[src/rtl/enigma_pkg.sv]
// Shared letter type, letter range limits and scheduler FSM states.
package enigma_pkg;

  typedef logic [4:0] letter_t;

  localparam letter_t LETTER_NONE = 5'd0;
  localparam letter_t LETTER_MIN  = 5'd1;
  localparam letter_t LETTER_MAX  = 5'd26;

  typedef enum logic [2:0] {
    ST_IDLE,
    ST_ISSUE,
    ST_WAIT_RESP,
    ST_ARM,
    ST_SHOW
  } state_t;

  function automatic logic letter_ok(input letter_t l);
    return (l >= LETTER_MIN) && (l <= LETTER_MAX);
  endfunction

endpackage

[src/rtl/enigma_key_fifo.sv]
// Synchronous key FIFO: head is visible combinationally, pop takes effect on the clock.
// A push into a full FIFO is accepted only when a pop lands in the same cycle.
module enigma_key_fifo
  import enigma_pkg::*;
#(
  parameter int DEPTH = 4
) (
  input  logic    clk,
  input  logic    rst_n,
  input  logic    push_vld,
  input  letter_t push_dat,
  input  logic    pop_rdy,
  output letter_t head_dat,
  output logic    full,
  output logic    empty
);

  localparam int AW = $clog2(DEPTH);

  logic [AW-1:0] wr_ptr_q, wr_ptr_d;
  logic [AW-1:0] rd_ptr_q, rd_ptr_d;
  logic [AW:0]   cnt_q, cnt_d;
  letter_t       mem_q [DEPTH];
  letter_t       mem_d [DEPTH];
  logic          do_push, do_pop;

  assign empty    = (cnt_q == '0);
  assign full     = (cnt_q == (AW+1)'(DEPTH));
  assign head_dat = mem_q[rd_ptr_q];
  assign do_pop   = pop_rdy & ~empty;
  assign do_push  = push_vld & (~full | do_pop);

  always_comb begin
    mem_d    = mem_q;
    wr_ptr_d = wr_ptr_q;
    rd_ptr_d = rd_ptr_q;
    if (do_push) begin
      mem_d[wr_ptr_q] = push_dat;
      wr_ptr_d        = wr_ptr_q + 1'b1;
    end
    if (do_pop) begin
      rd_ptr_d = rd_ptr_q + 1'b1;
    end
    cnt_d = cnt_q + {{AW{1'b0}}, do_push} - {{AW{1'b0}}, do_pop};
  end

  always_ff @(posedge clk or negedge rst_n) begin
    if (!rst_n) begin
      mem_q    <= '{default: LETTER_NONE};
      wr_ptr_q <= '0;
      rd_ptr_q <= '0;
      cnt_q    <= '0;
    end else begin
      mem_q    <= mem_d;
      wr_ptr_q <= wr_ptr_d;
      rd_ptr_q <= rd_ptr_d;
      cnt_q    <= cnt_d;
    end
  end

endmodule

[src/rtl/enigma_lamp_scheduler.sv]
// Queues keypresses, runs each through the cipher core and holds the lamp pair for HOLD_FRAMES frames.
// Optional `ENIGMA_LAMP_BLINK_EN blinks the ciphertext lamp on fc_in[3] while showing.
module enigma_lamp_scheduler
  import enigma_pkg::*;
#(
  parameter int FIFO_DEPTH   = 4,
  parameter int HOLD_FRAMES  = 30,
  parameter int RESP_TIMEOUT = 1024
) (
  input  logic       clk_pixel,
  input  logic       rst_n_in,
  input  logic       key_valid_in,
  input  logic [4:0] key_letter_in,
  input  logic       nf_in,
  input  logic [5:0] fc_in,
  output logic       enc_valid_out,
  output logic [4:0] enc_letter_out,
  input  logic       enc_ready_in,
  input  logic       enc_resp_valid_in,
  input  logic [4:0] enc_resp_letter_in,
  output logic [4:0] orig_letter_out,
  output logic [4:0] code_letter_out,
  output logic       busy_out,
  output logic       overflow_out,
  output logic       timeout_out
);

  localparam int HW = $clog2(HOLD_FRAMES + 1);
  localparam int TW = $clog2(RESP_TIMEOUT + 1);

  state_t        state_q, state_d;
  letter_t       cur_orig_q, cur_orig_d;
  letter_t       cur_code_q, cur_code_d;
  logic [HW-1:0] hold_q, hold_d;
  logic [TW-1:0] tmo_q, tmo_d;
  logic          enc_valid_q, enc_valid_d;
  letter_t       enc_letter_q, enc_letter_d;
  letter_t       orig_q, orig_d;
  letter_t       code_q, code_d;
  logic          ovf_q, ovf_d;
  logic          tmo_pulse_q, tmo_pulse_d;

  logic    key_push, fifo_pop, fifo_full, fifo_empty;
  letter_t fifo_head;
  logic    unused_fc;

  assign key_push = key_valid_in & letter_ok(key_letter_in);
  assign fifo_pop = (state_q == ST_IDLE) & ~fifo_empty;

  enigma_key_fifo #(.DEPTH(FIFO_DEPTH)) u_key_fifo (
    .clk      (clk_pixel),
    .rst_n    (rst_n_in),
    .push_vld (key_push),
    .push_dat (key_letter_in),
    .pop_rdy  (fifo_pop),
    .head_dat (fifo_head),
    .full     (fifo_full),
    .empty    (fifo_empty)
  );

  always_comb begin
    state_d      = state_q;
    cur_orig_d   = cur_orig_q;
    cur_code_d   = cur_code_q;
    hold_d       = hold_q;
    tmo_d        = tmo_q;
    enc_valid_d  = enc_valid_q;
    enc_letter_d = enc_letter_q;
    orig_d       = orig_q;
    code_d       = code_q;
    tmo_pulse_d  = 1'b0;
    ovf_d        = ovf_q | (key_push & fifo_full & ~fifo_pop);
    case (state_q)
      ST_IDLE: if (!fifo_empty) begin
        cur_orig_d   = fifo_head;
        enc_valid_d  = 1'b1;
        enc_letter_d = fifo_head;
        state_d      = ST_ISSUE;
      end
      ST_ISSUE: if (enc_ready_in) begin
        enc_valid_d  = 1'b0;
        enc_letter_d = LETTER_NONE;
        tmo_d        = '0;
        state_d      = ST_WAIT_RESP;
      end
      // A response in the final timeout cycle still wins.
      ST_WAIT_RESP: if (enc_resp_valid_in) begin
        cur_code_d = enc_resp_letter_in;
        state_d    = ST_ARM;
      end else if (tmo_q == TW'(RESP_TIMEOUT - 1)) begin
        tmo_pulse_d = 1'b1;
        state_d     = ST_IDLE;
      end else begin
        tmo_d = tmo_q + 1'b1;
      end
      ST_ARM: if (nf_in) begin
        orig_d  = cur_orig_q;
        code_d  = cur_code_q;
        hold_d  = HW'(HOLD_FRAMES - 1);
        state_d = ST_SHOW;
      end
      // With more keys queued the lamps stay lit until the next pair loads, avoiding a blank frame.
      ST_SHOW: if (nf_in) begin
        if (hold_q == '0) begin
          if (fifo_empty) begin
            orig_d = LETTER_NONE;
            code_d = LETTER_NONE;
          end
          state_d = ST_IDLE;
        end else begin
          hold_d = hold_q - 1'b1;
        end
      end
      default: state_d = ST_IDLE;
    endcase
  end

  always_ff @(posedge clk_pixel or negedge rst_n_in) begin
    if (!rst_n_in) begin
      state_q      <= ST_IDLE;
      cur_orig_q   <= LETTER_NONE;
      cur_code_q   <= LETTER_NONE;
      hold_q       <= '0;
      tmo_q        <= '0;
      enc_valid_q  <= 1'b0;
      enc_letter_q <= LETTER_NONE;
      orig_q       <= LETTER_NONE;
      code_q       <= LETTER_NONE;
      ovf_q        <= 1'b0;
      tmo_pulse_q  <= 1'b0;
    end else begin
      state_q      <= state_d;
      cur_orig_q   <= cur_orig_d;
      cur_code_q   <= cur_code_d;
      hold_q       <= hold_d;
      tmo_q        <= tmo_d;
      enc_valid_q  <= enc_valid_d;
      enc_letter_q <= enc_letter_d;
      orig_q       <= orig_d;
      code_q       <= code_d;
      ovf_q        <= ovf_d;
      tmo_pulse_q  <= tmo_pulse_d;
    end
  end

  assign enc_valid_out   = enc_valid_q;
  assign enc_letter_out  = enc_letter_q;
  assign orig_letter_out = orig_q;
  assign busy_out        = (state_q != ST_IDLE) | ~fifo_empty;
  assign overflow_out    = ovf_q;
  assign timeout_out     = tmo_pulse_q;
  assign unused_fc       = ^fc_in;

`ifdef ENIGMA_LAMP_BLINK_EN
  assign code_letter_out = ((state_q == ST_SHOW) && fc_in[3]) ? LETTER_NONE : code_q;
`else
  assign code_letter_out = code_q;
`endif

endmodule

[config.mk]
export PLATFORM = sky130hd
export DESIGN_NAME = enigma_lamp_scheduler
export DESIGN_NICKNAME = d
export VERILOG_FILES = /design/src/rtl/enigma_pkg.sv /design/src/rtl/enigma_key_fifo.sv /design/src/rtl/enigma_lamp_scheduler.sv
export SDC_FILE = /design/constraint.sdc
export NUM_CORES = 1
export LEC_CHECK = 0
export ABC_AREA = 1
export CORE_MARGIN = 3
export CORE_UTILIZATION = 56
export DETAILED_ROUTE_END_ITERATION = 10
export PLACE_DENSITY = 0.77
export SKIP_LAST_GASP = 1
export SLEW_MARGIN = 15
export SYNTH_ARGS = -nofsm -noshare
export SYNTH_HDL_FRONTEND = slang
export SYNTH_SLANG_ARGS = --single-unit
[constraint.sdc]
create_clock -name clk_pixel -period 2.6 [get_ports clk_pixel]
set_clock_uncertainty 0.15 [all_clocks]
set_input_delay 0.78 -clock clk_pixel [delete_from_list [all_inputs] [get_ports clk_pixel]]
set_output_delay 0.78 -clock clk_pixel [all_outputs]
set_load 0.01 [all_outputs]
==> run summary, run 1 <==
The flow ran to the end, and the final reports show no timing, DRC or antenna violations. The longest individual stage delay on the worst path came out at 0.54 ns. The portion of the post-synthesis area used by sequential elements is 0.495. The initial cell density of the core is 0.582. Setup slack closes at 0.0724 ns. The endpoint arrival time on the critical path came out at 2.65 ns. The post-DP HPWL came out at 5.41 mm. The H-tree was split into 3 levels.

Summed over all layers, the routed wires come to 7.40 mm. The count of synthesis-stage warnings from yosys came out at 0. The worst setup path is captured at a flop. The initial DRC count came out at 185. The setup-violating endpoint count in the final report is 0.

The register clock-pin slew on the reported worst setup and hold paths is 0.08 ns. The worst setup slack before clock tree synthesis is -0.329 ns. The cell family contributing the most delay on the critical path is buffers and inverters.

The filler cells instantiated in the layout total 502. The total core area is 0.00642 mm2. The tightest min-delay check is of the input pin to async pin type. The number of different library cells used by synthesis comes to 34. From bottom edge to top edge, the die measures 87.7 um.

The largest individual stage delay along the critical path comes from the cell sky130_fd_sc_hd__clkdlybuf4s50_1. Setup repair after global routing left no endpoint under its margin. The synthesized area per cell is 8.56 um2. The maximum net fanout on the critical path is 4. TritonCTS built the clock tree. Dividing total power by cell area gives a power density of 1140 mW/mm2. The first-pass GRT wire length came out at 12.7 mm. In the final layout, the share of cells above drive strength 1 is 0.161. Clock tree synthesis inserted a total of 9 buffers.

The width of the die is 87.7 um. The via count of the first global-routing pass was 2775. The iteration count of the initial detailed-routing pass is 4. The minimum clock period came out at 2.53 ns. In this run the cell area of the synthesized design comes to 0.00374 mm2. Buffers inserted to repair hold after CTS numbered 0. The final hold violation count came out at 0. The longest clock path from root to sink contains 2 buffers.

The layout overhead on the synthesized area is 19.3%. The total routing resource utilization after global routing came out at 0.213. The final estimated routing congestion in global placement is 0.841. The remaining routing DRC violations came out at 0. The element type at the critical path start is an input pin. The number of vias in the routed layout is 2947. The startpoint-to-endpoint class of the critical path is input pin to flop. The total die area came out at 0.00769 mm2.

The root buffer cell chosen for the clock tree is sky130_fd_sc_hd__clkbuf_8. In this run the count of I/O pins placed on the die edge is 41. Signal routing reaches up to met4. The gate count after technology mapping is 437.

At the end of the flow, the number of nets in the layout was 524. At the end of the flow the core is filled with cells to 0.694. The number of input and output port buffers inserted is 34. Global routing finished with a remaining overflow of 0.

The library cell used most frequently in the layout, excluding fill and tap cells, is sky130_fd_sc_hd__nand2_1. Final hold analysis gives a worst-case slack of 0.233 ns. The final routed wire length divided by cell count is 12.9 um.

The buffer and inverter count on the worst path came out at 2. Walking the worst path, the cells encountered are clkdlybuf4s50_1 > nor2_1 > nand3b_1 > nand3_2 > nor2_8 > ha_1 > inv_1 > fa_1 > xnor2_1 > xor2_1. Clock tree synthesis found a total of 74 sinks. In the layout the commonest cells are 148 x sky130_fd_sc_hd__nand2_1, 74 x sky130_fd_sc_hd__dfrtp_1, 37 x sky130_fd_sc_hd__nand3_1. STA puts the critical path data required time at 2.72 ns.

The detailed-routed wire length on met2 is 3.50 mm. The standby leakage power came out at 0.00222 uW. The max-slew headroom at the worst pin came out at 0.687. The max-slew violation count came out at 0. The latest clock arrival within the worst-skew pair is 0.35 ns. The met1 wire length is 3.56 mm.

The row count came out at 29. Synthesis inferred 74 register bits. The maximum ir drop on the vdd rail came out at 0.813 mV. The antenna diode count came out at 0. The transition time at the pin with the least slew margin is 0.469 ns. The synthesized net count came out at 469. The share of the clock period used by the worst path came out at 0.972. The number of maximum-capacitance constraint violations came out at 0. The largest net degree at the start of global routing came out at 28.

The number of vias per cell is 5.13. The achievable frequency came out at 396 MHz. The detailed route wirelength on metal3 is 267 um. The residual antenna-violating net count after detailed routing came out at 0. The number of antenna violations at the first check in global routing came out at 0.
==> Yosys cell counts <==
master / n / area (um2)
sky130_fd_sc_hd__nand2_2: 15 / 93.8
sky130_fd_sc_hd__inv_1: 30 / 113
sky130_fd_sc_hd__nand4_1: 5 / 31.3
sky130_fd_sc_hd__dfrtp_1: 74 / 1850
sky130_fd_sc_hd__nand3_1: 38 / 190
sky130_fd_sc_hd__a31o_2: 1 / 8.76
sky130_fd_sc_hd__nor2_4: 6 / 67.6
sky130_fd_sc_hd__xor2_1: 10 / 87.6
sky130_fd_sc_hd__buf_2: 2 / 10.0
sky130_fd_sc_hd__clkinv_1: 2 / 7.51
sky130_fd_sc_hd__o22ai_1: 5 / 31.3
sky130_fd_sc_hd__nand3_2: 1 / 10.0
sky130_fd_sc_hd__o21ai_2: 10 / 87.6
sky130_fd_sc_hd__fa_1: 1 / 20.0
sky130_fd_sc_hd__nor2_8: 1 / 20.0
sky130_fd_sc_hd__or2_2: 1 / 6.26
sky130_fd_sc_hd__buf_6: 4 / 45.0
sky130_fd_sc_hd__o21ai_1: 17 / 85.1
sky130_fd_sc_hd__nand2_1: 148 / 556
sky130_fd_sc_hd__o21ai_0: 14 / 70.1
sky130_fd_sc_hd__buf_1: 1 / 3.75
sky130_fd_sc_hd__nand2_4: 2 / 22.5
sky130_fd_sc_hd__a21oi_2: 1 / 8.76
sky130_fd_sc_hd__nand3b_4: 1 / 20.0
sky130_fd_sc_hd__nor2_1: 23 / 86.3
sky130_fd_sc_hd__buf_4: 1 / 7.51
sky130_fd_sc_hd__ha_1: 9 / 113
sky130_fd_sc_hd__o21bai_1: 1 / 7.51
sky130_fd_sc_hd__clkbuf_1: 1 / 3.75
sky130_fd_sc_hd__inv_2: 3 / 11.3
sky130_fd_sc_hd__xnor2_1: 1 / 8.76
sky130_fd_sc_hd__nor2_2: 3 / 18.8
sky130_fd_sc_hd__nor3_1: 1 / 5.00
sky130_fd_sc_hd__nand3b_1: 4 / 30.0
==> power breakdown <==
| part | leakage, uW | total, uW | switching [uW] | internal, uW |
|---|---|---|---|---|
| clock network | 0.000101 | 896 | 400 | 496 |
| logic | 0.00118 | 2280 | 1350 | 924 |
| registers | 0.000942 | 1920 | 315 | 1610 |
| total | 0.00222 | 5100 | 2070 | 3030 |
==> layout make-up <==
cell class	instances	area, um2	share of cell area
Clock buffer	14	163	0.0365
Clock inverter	2	35.0	0.00786
Multi-Input combinational cell	319	1690	0.380
Sequential cell	74	1850	0.415
Inverter	35	131	0.0295
Timing Repair Buffer	53	489	0.110
Tap cell	77	96.3	0.0216
==> registers in the layout (all words and copies together), names as in the netlist <==
name                 flops
code_letter_out          5
cur_code_q               5
cur_orig_q               5
enc_letter_out           5
enc_valid_out            1
hold_q                   5
orig_letter_out          5
overflow_out             1
state_q                  3
timeout_out              1
tmo_q                   11
u_key_fifo.cnt_q         3
u_key_fifo.mem_q        20
u_key_fifo.rd_ptr_q      2
u_key_fifo.wr_ptr_q      2
==> what timing repair did <==
action                     in CTS  in global routing
setup endpoints to repair       2                  0
gates resized for setup         3                  0
buffers inserted                3                  0
==> logic make-up after synthesis <==
| group | share of synthesized area |
|---|---|
| xor+xnor | 0.0258 |
| fa+ha+maj | 0.0355 |
| compound gates | 0.0800 |
| simple gates | 0.310 |
| buf+inv | 0.0539 |
| flops | 0.495 |
==> path summary, 6_finish.rpt <==
kind	cells after the start	slack, ns	end	startpoint
min in group clk_pixel	2	0.33	u_key_fifo.mem_q[6]	u_key_fifo.mem_q[6]
max in group asynchronous	2	1.39	overflow_out	rst_n_in
min reg2reg	2	0.33	u_key_fifo.mem_q[6]	u_key_fifo.mem_q[6]
max	10	0.07	u_key_fifo.cnt_q[2]	key_letter_in[2]
max reg2reg	12	0.18	u_key_fifo.cnt_q[2]	u_key_fifo.cnt_q[1]
min	1	0.23	code_letter_out[4]	rst_n_in
==> per-layer routing <==
metal	track usage	vias to the layer above
li1	-	1513
met1	0.286	1372
met2	0.339	55
met3	0.0555	7
met4	0.0669	0
met5	0	-
==> metrics by stage <==
| step | total power (uW) | TNS [ns] | cells | cell area [um2] |
|---|---|---|---|---|
| 2_1_floorplan | 3490 | 0 | 437 | 3740 |
| 3_3_place_gp | 4070 | -0.651 | 555 | 4230 |
| 3_5_place_dp | 4170 | -1.45 | 555 | 4230 |
| 4_1_cts | 5120 | 0 | 574 | 4460 |
| 5_1_grt | 5520 | 0 | 574 | 4460 |
| 6_report | 5100 | 0 | 574 | 4460 |
Note: power is estimated with default switching activity, not from simulation.
==> inputs of run 2 (changes only) <==
--- a/config.mk
+++ b/config.mk
@@ -9,7 +9,7 @@
 export CORE_MARGIN = 3
 export CORE_UTILIZATION = 56
 export DETAILED_ROUTE_END_ITERATION = 10
-export PLACE_DENSITY = 0.77
+export PLACE_DENSITY = 0.79
 export SKIP_LAST_GASP = 1
 export SLEW_MARGIN = 15
 export SYNTH_ARGS = -nofsm -noshare
==> run 2 against run 1 <==
Count of clock-buffer cells in the layout is 2 lower; clock power increased by 1%; critical path type unchanged; cell count up 0.17%; largest power group unchanged; critical path depth unchanged; via count grew 2.2%; die area unchanged; worst hold slack worse by 0.079 ns.
==> run summary, run 2 (same netlist as run 1, synthesis figures left out) <==
The latest clock arrival within the worst-skew pair came out at 0.34 ns (about the same). STA classifies the critical path endpoint as a flop. The remaining routing DRC violations came out at 0 (unchanged). By startpoint and endpoint, the worst setup path is classified as input pin to flop. The number of input and output port buffers inserted is 34 (unchanged). The total cell area at the placement stage is 0.00423 mm2 (-0.12%).

The max-slew violation count came to 0 (unchanged). The residual antenna-violating net count after detailed routing came out at 0 (unchanged). The row count was 29 (unchanged). The standby leakage power came out at 0.00222 uW (+0.13%).

The maximum net fanout on the critical path came out at 3 (-1). The first-pass GRT wire length is 13.3 mm (+4.2%). The library cells used most frequently in the layout, excluding fill and tap cells, are 148 x sky130_fd_sc_hd__nand2_1, 74 x sky130_fd_sc_hd__dfrtp_1, 37 x sky130_fd_sc_hd__nand3_1. The detailed router used layers up to and including met4. The iteration count of the initial detailed-routing pass came out at 4 (unchanged). The layout overhead on the synthesized area came out at 19.8%.

The post-layout net count is 525 (+0.19%). The final hold violation count is 0 (unchanged). The number of cells traversed by the worst register-to-register path was 12 (unchanged). The width of the die came out at 87.7 um (unchanged). The number of antenna violations at the first check in global routing came to 0 (unchanged). STA classifies the critical path startpoint as an input pin. The placed cell count came to 556 (+0.18%). Ranked by flip-flop count, first place goes to u_key_fifo.mem_q. The number of buffers on the longest clock path came out at 2 (unchanged). The detailed-routed wire length on met2 came out at 3.84 mm (+9.6%). The initial cell density of the core is 0.582 (unchanged).

The minimum clock period came out at 2.46 ns (-0.0644 ns). The TritonCTS clock tree is built. The quantity of hold-fixing buffers added after cts is 0 (unchanged).

The share of the clock period used by the worst path came to 0.947 (-0.0248). The total grt overflow came out at 0 (unchanged). The largest net degree at the start of global routing came out at 28 (unchanged). The number of buffers added by the clock tree synthesis step came out at 9 (unchanged).

The register clock-pin slew on the reported worst setup and hold paths is 0.07 ns (about the same). The achievable frequency came out at 406 MHz (+2.6%). The cell area after layout came out at 0.00448 mm2 (+0.45%). Setup repair after global routing left no endpoint under its margin.

The final estimated routing congestion in global placement is 0.838 (-0.38%). The number of cells in the finished layout apart from fillers came to 575 (+0.17%). The number of vias in the routed layout came out at 3011 (+2.2%).

The footprint of the flip-flops and latches is 0.00185 mm2 (unchanged). The final routed wire length divided by cell count is 13.5 um (+5.1%). The antenna diode count was 0 (unchanged). The run finished with clean final reports. The number of vias per cell is 5.24 (+2.0%). The area taken by multi-input logic gates is 0.00171 mm2 (+1.0%). The number of primary I/O pins is 41 (unchanged).

The total die area is 0.00769 mm2 (unchanged). The endpoint arrival time on the critical path was 2.53 ns (-0.12 ns). The leading cell type in the layout, fill and taps excluded is sky130_fd_sc_hd__nand2_1.

The max-slew headroom at the worst pin is 0.688 (+0.00101). The overall die height came to 87.7 um (unchanged). The setup-violating endpoint count in the final report is 0 (unchanged). The required arrival time at the worst endpoint is 2.67 ns (-0.05 ns).

The transition time at the pin with the least slew margin is 0.468 ns (-0.00151 ns). The total power divided by cell area was 1150 mW/mm2 (+1.0%). The post-DP HPWL is 5.61 mm (+3.7%). The number of clock sinks is 74 (unchanged). The via count of the first global-routing pass came out at 2952 (+6.4%).

The maximum ir drop on the vdd rail is 0.716 mV (-12%). The post-detailed-routing wire length is 7.79 mm (+5.3%). The total routing resource utilization after global routing came out at 0.221 (+0.00819). In this run the worst hold path is classified as input pin to async pin. The met1 wire length is 3.53 mm (-0.87%). The tightest hold margin came out at 0.155 ns (-0.0786 ns). The master cell of the clock root buffer is sky130_fd_sc_hd__clkbuf_8. The detailed route wirelength on metal3 was 331 um (+24%). The total of fill cells in the finished design is 495 (-1.4%).

The flip-flop count of the largest register, all copies and words added is 20 (unchanged). The number of maximum-capacitance constraint violations was 0 (unchanged). The fraction of layout cells with a size suffix above 1 was 0.173 (+0.0117). The total core area came to 0.00642 mm2 (unchanged). In the final layout, the registers with the most flip-flops are u_key_fifo.mem_q: 20 flops, tmo_q: 11 flops. The count of H-tree levels built during CTS is 3 (unchanged). The initial DRC count is 127 (-31%).
-- run 2: where the power goes --
part	switching (uW)	total (uW)	internal, uW
clock	414	908	495
sequential	328	1940	1610
combinational	1380	2330	952
total	2120	5170	3060
-- run 2: final timing paths --
| check | endpoint | startpoint | slack [ns] |
|---|---|---|---|
| max | u_key_fifo.cnt_q[2] | key_letter_in[1] | 0.14 |
| min | code_letter_out[1] | rst_n_in | 0.15 |
| max reg2reg | u_key_fifo.cnt_q[2] | u_key_fifo.cnt_q[1] | 0.20 |
| min reg2reg | u_key_fifo.mem_q[11] | u_key_fifo.mem_q[11] | 0.33 |
| max in group asynchronous | u_key_fifo.mem_q[10] | rst_n_in | 1.52 |
| min in group clk_pixel | u_key_fifo.mem_q[11] | u_key_fifo.mem_q[11] | 0.33 |
-- run 2: cell type report --
| cell class | count | share of cell area |
|---|---|---|
| well taps | 77 | 0.0215 |
| repair buffers | 54 | 0.108 |
| clock buffers | 12 | 0.0346 |
| flip-flops and latches | 74 | 0.413 |
| clock inverters | 4 | 0.0112 |
| inverters | 35 | 0.0293 |
| multi-input cells | 319 | 0.382 |
-- run 2: worst max-delay path, stage by stage --
cell and delay (ns):
sky130_fd_sc_hd__clkdlybuf4s50_1 0.51, sky130_fd_sc_hd__nor2_1 0.06, sky130_fd_sc_hd__nand3b_1 0.13, sky130_fd_sc_hd__nand3_4 0.12, sky130_fd_sc_hd__nor2_8 0.09, sky130_fd_sc_hd__ha_1 0.14
sky130_fd_sc_hd__inv_1 0.05, sky130_fd_sc_hd__fa_2 0.36, sky130_fd_sc_hd__xnor2_2 0.15, sky130_fd_sc_hd__xor2_1 0.14
-- run 2: repair_timing --
item / CTS / global route
gates cloned: 0 / 0
endpoints found under the setup margin: 1 / 1
setup buffers: 3 / 0
resized for setup: 2 / 5
pin swaps: 2 / 0
-- run 2: stage by stage --
step / TNS, ns / worst slack, ns / util / total power [uW]
final: 0 / 0.137 / 0.697 / 5170
after global routing: 0 / 0.0751 / 0.697 / 5580
after CTS: 0 / 0.00870 / 0.694 / 5170
after detailed placement: -1.21 / -0.319 / 0.658 / 4180
after global placement: -0.415 / -0.274 / 0.658 / 4070
after floorplan: 0 / 0.100 / - / 3490
-- run 2: layer usage --
metal	up-vias	GRT usage
met5	-	0
met1	1420	0.294
met2	67	0.357
li1	1518	-
met3	6	0.0442
met4	0	0.0879
